[config.mk]
export PLATFORM = sky130hd
export DESIGN_NAME = fft_frame_ctrl_flat
export DESIGN_NICKNAME = d
export VERILOG_FILES = /design/src/rtl/fft_frame_ctrl_if.sv /design/src/rtl/fft_frame_ctrl.sv /design/src/flat_wrapper.sv
export SDC_FILE = /design/constraint.sdc
export NUM_CORES = 1
export LEC_CHECK = 0
export CORE_UTILIZATION = 36
export CTS_BUF_LIST = sky130_fd_sc_hd__clkbuf_16
export CTS_CLUSTER_SIZE = 20
export DETAILED_ROUTE_END_ITERATION = 10
export DONT_BUFFER_PORTS = 1
export PLACE_DENSITY = 0.47
export SLEW_MARGIN = 20
export SYNTH_ARGS = -nofsm -noshare
export SYNTH_HDL_FRONTEND = slang
export SYNTH_SLANG_ARGS = --single-unit
[constraint.sdc]
create_clock -name clk -period 3.3 [get_ports clk]
set_input_delay 0.33 -clock clk [delete_from_list [all_inputs] [get_ports clk]]
set_output_delay 0.33 -clock clk [all_outputs]
set_load 0.02 [all_outputs]
[src/rtl/fft_frame_ctrl_if.sv]
// fft_frame_ctrl_if: bundles the frame controller's streams and status.
//   start            frame request from the host
//   s_valid/s_ready  input sample stream, with s_real/s_imag
//   st_en/st_addr    shared stage enable and stage-0 sample address, with st_real/st_imag
//   pl_real/pl_imag  last-stage output, fed back into the controller
//   m_valid/m_ready  output stream, with m_real/m_imag/m_last
//   busy/done        frame status
// The slave modport is the controller's view; master is the surrounding system.
interface fft_frame_ctrl_if #(
  parameter int unsigned DATA_WIDTH = 16,
  parameter int unsigned FFT_POINTS = 64
) ();
  logic                          start;
  logic                          s_valid;
  logic                          s_ready;
  logic [DATA_WIDTH-1:0]         s_real;
  logic [DATA_WIDTH-1:0]         s_imag;
  logic                          st_en;
  logic [DATA_WIDTH-1:0]         st_real;
  logic [DATA_WIDTH-1:0]         st_imag;
  logic [$clog2(FFT_POINTS)-1:0] st_addr;
  logic [DATA_WIDTH-1:0]         pl_real;
  logic [DATA_WIDTH-1:0]         pl_imag;
  logic                          m_valid;
  logic                          m_ready;
  logic [DATA_WIDTH-1:0]         m_real;
  logic [DATA_WIDTH-1:0]         m_imag;
  logic                          m_last;
  logic                          busy;
  logic                          done;

  modport slave (
    input  start, s_valid, s_real, s_imag, pl_real, pl_imag, m_ready,
    output s_ready, st_en, st_real, st_imag, st_addr, m_valid, m_real, m_imag, m_last, busy, done
  );

  modport master (
    output start, s_valid, s_real, s_imag, pl_real, pl_imag, m_ready,
    input  s_ready, st_en, st_real, st_imag, st_addr, m_valid, m_real, m_imag, m_last, busy, done
  );
endinterface

[src/rtl/fft_frame_ctrl.sv]
// fft_frame_ctrl: sequences one FFT frame through a chain of pipelined stages.
// Loads N samples from the input stream into stage 0, flushes the chain with zeros and
// presents the N last-stage results on the output stream.
//   clk     system clock, rising edge
//   rst_n   asynchronous active-low reset
//   io_bus  streams, stage controls and status (fft_frame_ctrl_if.slave)
module fft_frame_ctrl #(
  parameter int unsigned DATA_WIDTH = 16,
  parameter int unsigned FFT_POINTS = 64,
  parameter int unsigned PIPE_LAT   = 70
) (
  input  logic            clk,
  input  logic            rst_n,
  fft_frame_ctrl_if.slave io_bus
);
  localparam int unsigned AddrW = $clog2(FFT_POINTS);
  localparam int unsigned OutW  = AddrW + 1;
  localparam int unsigned EnW   = $clog2(PIPE_LAT + 1);

  localparam logic [AddrW-1:0] InLast   = AddrW'(FFT_POINTS - 1);
  localparam logic [OutW-1:0]  OutLast  = OutW'(FFT_POINTS - 1);
  localparam logic [OutW-1:0]  OutTotal = OutW'(FFT_POINTS);
  localparam logic [EnW-1:0]   EnSat    = EnW'(PIPE_LAT);

  typedef enum logic [1:0] {StIdle, StLoad, StFlush, StDone} state_e;

  state_e           r_state, w_state_nxt;
  logic [AddrW-1:0] r_in_cnt, w_in_cnt_nxt;
  logic [OutW-1:0]  r_out_cnt, w_out_cnt_nxt;
  logic [EnW-1:0]   r_en_cnt, w_en_cnt_nxt;

  logic w_out_due;
  logic w_src_ok;
  logic w_st_en;
  logic w_m_valid;
  logic w_xfer;

  // Input and output share one enable: a result can only leave the chain on a cycle that
  // also advances it, so a stalled consumer stalls the source and vice versa.
  always_comb begin
    w_out_due = (r_en_cnt == EnSat) && (r_out_cnt < OutTotal);
    w_src_ok  = ((r_state == StLoad) && io_bus.s_valid) || (r_state == StFlush);
    w_st_en   = w_src_ok && (!w_out_due || io_bus.m_ready);
    w_m_valid = w_src_ok && w_out_due;
    w_xfer    = w_m_valid && io_bus.m_ready;
  end

  always_comb begin
    w_state_nxt   = r_state;
    w_in_cnt_nxt  = r_in_cnt;
    w_out_cnt_nxt = r_out_cnt;
    w_en_cnt_nxt  = r_en_cnt;

    if (w_st_en) begin
      w_in_cnt_nxt = r_in_cnt + 1'b1;  // wraps modulo N
      if (r_en_cnt != EnSat) begin
        w_en_cnt_nxt = r_en_cnt + 1'b1;
      end
    end
    if (w_xfer) begin
      w_out_cnt_nxt = r_out_cnt + 1'b1;
    end

    case (r_state)
      StIdle: begin
        if (io_bus.start) begin
          w_state_nxt   = StLoad;
          w_in_cnt_nxt  = '0;
          w_out_cnt_nxt = '0;
          w_en_cnt_nxt  = '0;
        end
      end
      StLoad: begin
        if (w_st_en && (r_in_cnt == InLast)) begin
          w_state_nxt = StFlush;
        end
      end
      StFlush: begin
        if (w_xfer && (r_out_cnt == OutLast)) begin
          w_state_nxt = StDone;
        end
      end
      StDone:  w_state_nxt = StIdle;
      default: w_state_nxt = StIdle;
    endcase
  end

  always_ff @(posedge clk or negedge rst_n) begin
    if (!rst_n) begin
      r_state   <= StIdle;
      r_in_cnt  <= '0;
      r_out_cnt <= '0;
      r_en_cnt  <= '0;
    end else begin
      r_state   <= w_state_nxt;
      r_in_cnt  <= w_in_cnt_nxt;
      r_out_cnt <= w_out_cnt_nxt;
      r_en_cnt  <= w_en_cnt_nxt;
    end
  end

  assign io_bus.s_ready = (r_state == StLoad) && (!w_out_due || io_bus.m_ready);
  assign io_bus.st_en   = w_st_en;
  // Zeros are fed during flush so the chain drains without stale data.
  assign io_bus.st_real = (r_state == StLoad) ? io_bus.s_real : {DATA_WIDTH{1'b0}};
  assign io_bus.st_imag = (r_state == StLoad) ? io_bus.s_imag : {DATA_WIDTH{1'b0}};
  assign io_bus.st_addr = r_in_cnt;
  assign io_bus.m_valid = w_m_valid;
  assign io_bus.m_real  = io_bus.pl_real;
  assign io_bus.m_imag  = io_bus.pl_imag;
  assign io_bus.m_last  = w_m_valid && (r_out_cnt == OutLast);
  assign io_bus.busy    = (r_state != StIdle);
  assign io_bus.done    = (r_state == StDone);
endmodule

[src/flat_wrapper.sv]
// flat-port wrapper written by rule: the top's interface ports become plain ports
module fft_frame_ctrl_flat 
#(
  parameter int unsigned DATA_WIDTH = 16,
  parameter int unsigned FFT_POINTS = 64,
  parameter int unsigned PIPE_LAT   = 70
)
  (clk, rst_n, io_bus_start, io_bus_s_valid, io_bus_s_real, io_bus_s_imag, io_bus_pl_real, io_bus_pl_imag, io_bus_m_ready, io_bus_s_ready, io_bus_st_en, io_bus_st_real, io_bus_st_imag, io_bus_st_addr, io_bus_m_valid, io_bus_m_real, io_bus_m_imag, io_bus_m_last, io_bus_busy, io_bus_done);
  fft_frame_ctrl_if #(.DATA_WIDTH(DATA_WIDTH), .FFT_POINTS(FFT_POINTS)) io_bus_i ();
  input  logic clk;
  input  logic rst_n;
  input wire logic [$bits(io_bus_i.start)-1:0] io_bus_start;
  input wire logic [$bits(io_bus_i.s_valid)-1:0] io_bus_s_valid;
  input wire logic [$bits(io_bus_i.s_real)-1:0] io_bus_s_real;
  input wire logic [$bits(io_bus_i.s_imag)-1:0] io_bus_s_imag;
  input wire logic [$bits(io_bus_i.pl_real)-1:0] io_bus_pl_real;
  input wire logic [$bits(io_bus_i.pl_imag)-1:0] io_bus_pl_imag;
  input wire logic [$bits(io_bus_i.m_ready)-1:0] io_bus_m_ready;
  output wire logic [$bits(io_bus_i.s_ready)-1:0] io_bus_s_ready;
  output wire logic [$bits(io_bus_i.st_en)-1:0] io_bus_st_en;
  output wire logic [$bits(io_bus_i.st_real)-1:0] io_bus_st_real;
  output wire logic [$bits(io_bus_i.st_imag)-1:0] io_bus_st_imag;
  output wire logic [$bits(io_bus_i.st_addr)-1:0] io_bus_st_addr;
  output wire logic [$bits(io_bus_i.m_valid)-1:0] io_bus_m_valid;
  output wire logic [$bits(io_bus_i.m_real)-1:0] io_bus_m_real;
  output wire logic [$bits(io_bus_i.m_imag)-1:0] io_bus_m_imag;
  output wire logic [$bits(io_bus_i.m_last)-1:0] io_bus_m_last;
  output wire logic [$bits(io_bus_i.busy)-1:0] io_bus_busy;
  output wire logic [$bits(io_bus_i.done)-1:0] io_bus_done;
  assign io_bus_i.start = io_bus_start;
  assign io_bus_i.s_valid = io_bus_s_valid;
  assign io_bus_i.s_real = io_bus_s_real;
  assign io_bus_i.s_imag = io_bus_s_imag;
  assign io_bus_i.pl_real = io_bus_pl_real;
  assign io_bus_i.pl_imag = io_bus_pl_imag;
  assign io_bus_i.m_ready = io_bus_m_ready;
  assign io_bus_s_ready = io_bus_i.s_ready;
  assign io_bus_st_en = io_bus_i.st_en;
  assign io_bus_st_real = io_bus_i.st_real;
  assign io_bus_st_imag = io_bus_i.st_imag;
  assign io_bus_st_addr = io_bus_i.st_addr;
  assign io_bus_m_valid = io_bus_i.m_valid;
  assign io_bus_m_real = io_bus_i.m_real;
  assign io_bus_m_imag = io_bus_i.m_imag;
  assign io_bus_m_last = io_bus_i.m_last;
  assign io_bus_busy = io_bus_i.busy;
  assign io_bus_done = io_bus_i.done;
  fft_frame_ctrl #(.DATA_WIDTH(DATA_WIDTH), .FFT_POINTS(FFT_POINTS), .PIPE_LAT(PIPE_LAT)) u_core (.clk(clk), .rst_n(rst_n), .io_bus(io_bus_i));
endmodule
* After elaboration in Yosys (flattened, before gate mapping)
Cells that the tools add are included.
** Storage, ports and cells
- Register bits after elaboration :: 22
** Cells by class
- Reduce and logical (&&, ||, !) cells :: 15
- Multiplexer cells :: 16
- Magnitude comparators :: 1
- Equality and inequality tests :: 10
- Add/subtract/negate cells :: 3
** Operators by type and width (number)
- $mux W7 :: 7
- $mux W16 :: 2
- $mux W6 :: 3
- $add A7 B1 Y7 const B :: 2
- $logic_and A1 B1 Y1 :: 9
- $pmux W2 S4 :: 1
- $eq A7 B6 Y1 const B :: 1
- $eq A7 B7 Y1 const B :: 1
- $lt A7 B7 Y1 const B :: 1
- $ne A7 B7 Y1 const B :: 1
- $add A6 B1 Y6 const B :: 1
- $eq A6 B6 Y1 const B :: 1
- $mux W2 :: 3
- $eq A2 B2 Y1 const B :: 2
- $ne A2 B2 Y1 const B :: 2
- $reduce_and A3 Y1 :: 1
- $eq A2 B1 Y1 const B :: 1
- $logic_not A2 Y1 :: 1
- $logic_or A1 B1 Y1 :: 2
- $ne A2 B1 Y1 const B :: 1
- $reduce_bool A2 Y1 :: 1
- $logic_not A1 Y1 :: 1

* Depth between registers and ports, before layout
Gate-level depths: netlist of run 1.
- Depth in word-level cells :: 8
- Gate-level depth with buffers :: 9

* Least setup slack after synthesis of run 1
Ideal clock, no wire load.
- Kind :: reg2out
- Start point :: reg u_core.r_en_cnt[0]
- End point :: out io_bus_m_last
- Cell stages (with the launch flop) :: 6
- Arrival time :: 1.918 ns
- Setup slack :: 1.052 ns
- Buffers on the path :: 0
- Path through :: dfrtp_1 > inv_1 > ha_1 > nand4b_1 > or3_1 > nor4_1
** On the way
- Longest elaborated chain between the ends :: 4
** Ends and longest elaborated chain
- start: declaration :: line fft_frame_ctrl.sv:30 : logic [EnW-1:0] r_en_cnt, w_en_cnt_nxt;
- start signal: assignment :: line fft_frame_ctrl.sv:98 : r_en_cnt <= w_en_cnt_nxt;
- $eq A7 B7 Y1 :: line fft_frame_ctrl.sv:41 : w_out_due = (r_en_cnt == EnSat) && (r_out_cnt < OutTotal);
- $logic_and A1 B1 Y1 :: line fft_frame_ctrl.sv:41
- $logic_and A1 B1 Y1 :: line fft_frame_ctrl.sv:44 : w_m_valid = w_src_ok && w_out_due;
- $logic_and A1 B1 Y1 :: line fft_frame_ctrl.sv:111 : assign io_bus.m_last = w_m_valid && (r_out_cnt == OutLast);
- end: declaration :: line flat_wrapper.sv:27 : output wire logic [$bits(io_bus_i.m_last)-1:0] io_bus_m_last;
No other way between the ends.

* Worst setup path after layout of run 1
- Start point :: reg u_core.r_en_cnt[0]
- End point :: out io_bus_m_valid
** On the way
- Longest elaborated chain between the ends :: 3
** Ends and longest elaborated chain
- $eq A7 B7 Y1 :: line fft_frame_ctrl.sv:41
- $logic_and A1 B1 Y1 :: line fft_frame_ctrl.sv:41
- $logic_and A1 B1 Y1 :: line fft_frame_ctrl.sv:44
- end: declaration :: line flat_wrapper.sv:24 : output wire logic [$bits(io_bus_i.m_valid)-1:0] io_bus_m_valid;
No other way between the ends.

==> results of run 1 <==
worst max-delay path, stage by stage (launching register included):
cell and delay (ns):
dfrtp_1 0.40, inv_1 0.08, ha_1 0.16, nand4b_1 0.24, or3_1 0.44, nor3_1 0.51
Yosys cell counts (all sizes together) (2+ instances only):
cell type / n / area, sq um
inv: 5 / 18.8
or3: 2 / 12.5
clkbuf: 6 / 22.5
nor4: 2 / 12.5
ha: 9 / 113
xor2: 10 / 87.6
o21ai: 4 / 20.0
dfrtp: 22 / 551
and2: 33 / 206
nand2: 5 / 18.8
nor2: 19 / 71.3
nor3: 3 / 26.3
buf: 33 / 245
a21oi: 6 / 33.8
and3: 3 / 18.8
nand3: 4 / 20.0
nand4: 7 / 43.8
xnor2: 2 / 17.5
mux2i: 2 / 20.0
worst max-delay path by stage:
| stage | end | slack, ns | cells past startpoint |
|---|---|---|---|
| after floorplan | io_bus_m_last | 1.05 | 5 |
| after global placement | io_bus_m_valid | 1.17 | 5 |
| after detailed placement | io_bus_m_valid | 1.15 | 5 |
| after CTS | io_bus_m_valid | 0.87 | 5 |
| after global routing | io_bus_m_valid | 0.69 | 5 |
| final | io_bus_m_valid | 0.88 | 5 |
area by class of cell:
class	instances	area [sq um]	share of cell area
well taps	52	65.1	0.0402
flip-flops and latches	22	551	0.340
repair buffers	4	27.5	0.0170
multi-input cells	124	851	0.526
inverters	5	18.8	0.0116
clock inverters	1	30.0	0.0186
clock buffers	3	75.1	0.0464
flip-flops by register name (all words and copies together), names as in the netlist:
name                   flops
u_core.r_en_cnt            7
u_core.r_out_cnt           7
u_core.io_bus.st_addr      6
u_core.r_state             2
routing by layer:
metal | vias to the layer above | global-route usage | wire length (um)
met5 | - | 0 | 0
met4 | 0 | 0.0862 | 97
met3 | 20 | 0.0519 | 366
met2 | 68 | 0.248 | 1840
met1 | 555 | 0.190 | 1590
li1 | 542 | - | -
logic make-up after synthesis:
kind of cell,Yosys count
AND/OR/NAND/NOR,82
flip-flops,22
adder cells (fa/ha/maj),9
buffers and inverters,44
AO/OA/AOI/OAI,18
XOR/XNOR,12
multiplexers,3
stage by stage:
step | util | instance area [sq um] | instances
floorplan | - | 1690 | 190
global placement | 0.339 | 1510 | 206
detailed placement | 0.339 | 1510 | 206
CTS | 0.365 | 1620 | 211
global route | 0.364 | 1620 | 211
finish | 0.364 | 1620 | 211
power groups by stage:
stage	Combinational [W]	Clock (W)	Sequential [W]
finish	0.000785	0.000340	0.000502
detailed placement	0.000782	0	0.000508
CTS	0.000792	0.000349	0.000503
global placement	0.000771	0	0.000505
global route	0.000865	0.000360	0.000523
floorplan	0.000722	0	0.000479
==> results by group, run 1 <==
Setup path
  – Reg-to-Reg Start: u_core.r_state[0]$_DFFE_PN0P_
  – Endpoint type of the worst setup path: output port
  – Critical path arrival: 2.09 ns
  – Worst EP required: 2.97 ns
  – R2R Path End: u_core.r_state[1]$_DFFE_PN0P_
  – Worst R2R Setup Slack: 1.15 ns
  – Critical Path Start Type: flop
  – WS Path Type: reg -> out
  – Worst setup path start: u_core.r_en_cnt[0]$_DFF_PN0_
  – Worst-path maximum fanout: 4
  – R2r worst-path depth: 8

GRT
  – Initial antenna violation count: 0
  – GRT overflow: 0
  – Largest net degree at the start of global routing: 36
  – All-Layer GR Usage: 0.158
  – Vias in the first global route: 1192
  – First-pass GRT wire length: 6.15 mm

Synth
  – FF+latch count, synth: 22
  – Post-Synth Simple-Gate Area: 0.279
  – Adder-Cell Fraction of Synth Area: 0.0667
  – Mapped Cells: 190
  – Post-Synth XOR/XNOR Area: 0.0623
  – Mux contribution to synthesized area: 0.0208
  – Largest family of logic cells by synthesized area: simple AND/OR/NAND/NOR gates
  – EDFF count, synth: 0
  – Synth Flop Type: dfrtp_1
  – Netlist cell types: 35
  – Syn Nets: 268
  – Yosys Warn Count: 0
  – Sequential fraction of the synthesis area: 0.326
  – Async set-reset flop share out of synthesis: 1.00
  – Mapped Area: 1690 sq um
  – Mean Syn Cell Area: 8.88 sq um
  – Post-synthesis compound-gate area fraction: 0.0749

Floorplanning
  – Initial Utilization: 0.380
  – Rows: 24
  – DIE AREA: 4970 sq um
  – Die width: 70.5 um
  – IO Pins: 145
  – Core Box Area: 4440 sq um
  – Chip height: 70.5 um

Clock network
  – Clock root cell: clkbuf_16
  – # Post-CTS Setup Buffers: 0
  – Number of H-tree levels: 1
  – Clock-pin slew on the worst setup and hold paths: 0.06 ns
  – CTS-repair resized insts: 0
  – CTS tree: built
  – Maximum clock insertion buffer count: 2
  – Post-CTS Hold Fix Bufs: 1
  – Clk_lat worst skew: 0.26 ns
  – CTS sink count: 22
  – Total CTS buffers: 3

Pwr
  – Tot Pwr: 0.00163 W
  – Cell Pwr Density: 1010 nW/um^2
  – Peak VDD IR: 0.340 mV
  – Sequential share of power: 0.309
  – Combinational cell fraction of total power: 0.482
  – Clock power share: 0.209
  – Cell-internal power: 0.000843 W
  – Leakage power figure: 0.741 nW
  – Net Switching: 0.000783 W
  – Net Sw Frac: 0.482

Timing
  – Setup TNS: 0 ns
  – Worst slew pin tran: 0.732 ns
  – Fmax: 0.414 GHz
  – Worst Clk Skew: 0.00681 ns
  – Worst slew margin: 0.512
  – Hold slack: 0.0417 ns
  – Final WS setup: 0.882 ns
  – Setup violations, final: 0
  – RSZ-0062 raised after global routing: no
  – Fin. max-slew vios: 0
  – Final period util: 0.733
  – Final Hold Vio Count: 0
  – Post-route minimum period: 2.42 ns

Finish
  – Most frequent cells in the layout: and2_1, dfrtp_1, nor2_1
  – Fillers: 448
  – Antenna Cells: 0
  – Commonest non-fill, non-tap cell in the layout: and2_1
  – Layout area overhead: -4.15%
  – Layout cells sized above 1: 0.0818
  – Layout Nets: 238

Detailed routing
  – DR DRC count: 28
  – Via Count: 1185
  – Drt wl/cell: 18.5 um
  – Post-Route WL: 3.90 mm
  – Post-DRT Antenna Nets: 0
  – First-pass DRT Iterations: 7
  – Vias per cell: 5.62
  – Initial drt markers: 78

Run status
  – Violated checks: DRC
  – Status: complete, but fails checks

Placed design
  – Setup WS pre-CTS: 1.15 ns
  – Gpl congestion: 0.865
  – Hpwl dp: 2.94 mm
  – Port Buffers: 0

Min path
  – Worst min path class: in -> async

Run
  – Max Cap Viol: 0
No activity file was read; power rests on OpenSTA's default activity.
==> run 2: changes to the inputs <==
--- a/config.mk
+++ b/config.mk
@@ -10,7 +10,7 @@
 export CTS_CLUSTER_SIZE = 20
 export DETAILED_ROUTE_END_ITERATION = 10
 export DONT_BUFFER_PORTS = 1
-export PLACE_DENSITY = 0.47
+export PLACE_DENSITY = 0.49
 export SLEW_MARGIN = 20
 export SYNTH_ARGS = -nofsm -noshare
 export SYNTH_HDL_FRONTEND = slang
==> constraint.sdc (replaced) <==
create_clock -name clk -period 2.2 [get_ports clk]
set_input_delay 0.22 -clock clk [delete_from_list [all_inputs] [get_ports clk]]
set_output_delay 0.22 -clock clk [all_outputs]
set_load 0.02 [all_outputs]
==> run 2 against run 1 <==
The flow still finishes with violations (DRC). Die area unchanged. Clock-buffer cell count unchanged. Register-to-register slack got worse by 0.98 ns. Critical path type unchanged.
==> results by group, run 2 (synthesis gave the netlist of run 1 again) <==
Clock network
  – Total CTS buffers: 3
  – # Post-CTS Setup Buffers: 0
  – Clk_lat worst skew: 0.25 ns
  – CTS sink count: 22
  – Number of H-tree levels: 1
  – Clock-pin slew on the worst setup and hold paths: 0.06 ns
  – CTS tree: built
  – Maximum clock insertion buffer count: 2
  – Clock root cell: clkbuf_16

Finish
  – Layout area overhead: -3.34%
  – Layout Nets: 243
  – Commonest non-fill, non-tap cell in the layout: and2_1
  – Final std cells w/o fill: 215
  – Antenna Cells: 0
  – Layout cells sized above 1: 0.0982
  – Most frequent cells in the layout: and2_1, dfrtp_1, nor2_1

Detailed routing
  – Vias per cell: 5.64
  – First-pass DRT Iterations: 7
  – Post-DRT Antenna Nets: 0
  – DR DRC count: 27
  – Initial drt markers: 84
  – Via Count: 1212
  – Drt wl/cell: 19.9 um
  – Post-Route WL: 4.29 mm

Setup path
  – Worst R2R Setup Slack: 0.17 ns
  – CP max stage cell: dfrtp_1
  – WS Path Type: reg -> out
  – Endpoint type of the worst setup path: output port
  – R2r worst-path depth: 7
  – Reg-to-Reg Start: u_core.r_state[1]$_DFFE_PN0P_
  – Worst setup path start: u_core.r_en_cnt[0]$_DFF_PN0_
  – Critical Path Start Type: flop
  – R2R Path End: u_core.r_state[1]$_DFFE_PN0P_
  – Setup crit end: io_bus_m_last
  – Worst-path maximum fanout: 4
  – Worst EP required: 1.98 ns
  – CP max stage delay: 0.40 ns
  – Ordered list of cells on the worst path: inv_1 -> ha_1 -> nand4b_1 -> or3_1 -> nor4_1 -> buf_4
  – Critical path arrival: 1.90 ns

Timing
  – Post-route minimum period: 2.12 ns
  – Worst slew margin: 0.658
  – RSZ-0062 raised after global routing: no
  – Final Hold Vio Count: 0
  – Fin. max-slew vios: 0
  – Setup violations, final: 0
  – Worst Clk Skew: 0.00326 ns
  – Setup TNS: 0 ns
  – Hold slack: 0.336 ns
  – Final period util: 0.963
  – Worst slew pin tran: 0.513 ns
  – Fmax: 0.472 GHz

Floorplanning
  – Rows: 24
  – Chip height: 70.5 um
  – Core Box Area: 4440 sq um
  – Die width: 70.5 um
  – DIE AREA: 4970 sq um
  – IO Pins: 145
  – Initial Utilization: 0.380

Run status
  – Status: complete, but fails checks
  – Violated checks: DRC

Run
  – Max Cap Viol: 0

Min path
  – Worst min path class: in -> reg

Placed design
  – Port Buffers: 0
  – Placed Cells: 210
  – Gpl congestion: 0.850
  – Hpwl dp: 3.26 mm

GRT
  – Vias in the first global route: 1188
  – Initial antenna violation count: 0
  – GRT overflow: 0
  – All-Layer GR Usage: 0.168
  – Largest net degree at the start of global routing: 36
  – First-pass GRT wire length: 6.38 mm

Pwr
  – Tot Pwr: 0.00235 W
  – Peak VDD IR: 0.651 mV
  – Leakage power figure: 0.752 nW
  – Cell Pwr Density: 1440 nW/um^2
## run 2: cell types whose count changed in the layout (fill, tap and decap cells not counted), sizes merged
cell | previous run | this run
dlygate4sd3 | 0 | 1
bufinv | 1 | 0
buf | 4 | 8
## run 2: final cells by class
type                       instances  area [sq um]
tap                               52          65.1
clock buffer                       3          75.1
timing repair buffer               9          71.3
inverter                           5          18.8
fill                             465          2810
multi-input combinational        124           851
sequential                        22           551
## run 2: how the worst min path moves through the flow
| stage | slack (ns) | end | cells past startpoint | startpoint |
|---|---|---|---|---|
| after floorplan | -0.08 | u_core.io_bus.st_addr[0]$_DFF_PN0_ | 0 | rst_n |
| after global placement | -0.08 | u_core.r_out_cnt[1]$_DFF_PN0_ | 0 | rst_n |
| after detailed placement | -0.08 | u_core.r_out_cnt[0]$_DFF_PN0_ | 0 | rst_n |
| after CTS | 0.33 | u_core.r_en_cnt[0]$_DFF_PN0_ | 3 | io_bus_s_valid |
| after global routing | 0.35 | u_core.r_state[0]$_DFFE_PN0P_ | 2 | io_bus_start |
| final | 0.34 | u_core.r_en_cnt[2]$_DFF_PN0_ | 3 | io_bus_s_valid |
## run 2: repair_timing
| action | 4_1_cts | 5_1_grt |
|---|---|---|
| hold buffers | 1 | 1 |
| endpoints found under the setup margin | 0 | 1 |
| resized for setup | 0 | 1 |
| endpoints found under the hold margin | 22 | 22 |
## run 2: worst max-delay path, delay by kind of cell, from the launching register on
kind / cells / cell delay [ns]
adders and majority gates: 1 / 0.16
DFF: 1 / 0.40
buffers and inverters: 2 / 0.28
and+or+nand+nor: 3 / 0.81
## run 2: power by group
part | switching, W | total [W] | internal (W)
Combinational | 0.000815 | 0.00122 | 0.000401
Clock | 0.000139 | 0.000379 | 0.000240
Sequential | 0.000232 | 0.000759 | 0.000527
Total | 0.00119 | 0.00235 | 0.00117
## run 2: stage by stage
| step | instance area, sq um | setup WS [ns] | util |
|---|---|---|---|
| finish | 1630 | 0.0823 | 0.367 |
| global route | 1630 | 0.00209 | 0.367 |
| CTS | 1620 | 0.0646 | 0.365 |
| detailed placement | 1540 | 0.174 | 0.346 |
| global placement | 1540 | 0.292 | 0.346 |
| floorplan | 1690 | 0.0618 | - |
## run 2: layer usage
layer,vias up,GRT usage,part of all wire
li1,550,-,-
met1,571,0.216,0.41
met2,72,0.246,0.44
met3,19,0.0779,0.13
met4,0,0.0567,0.019
met5,-,0,0
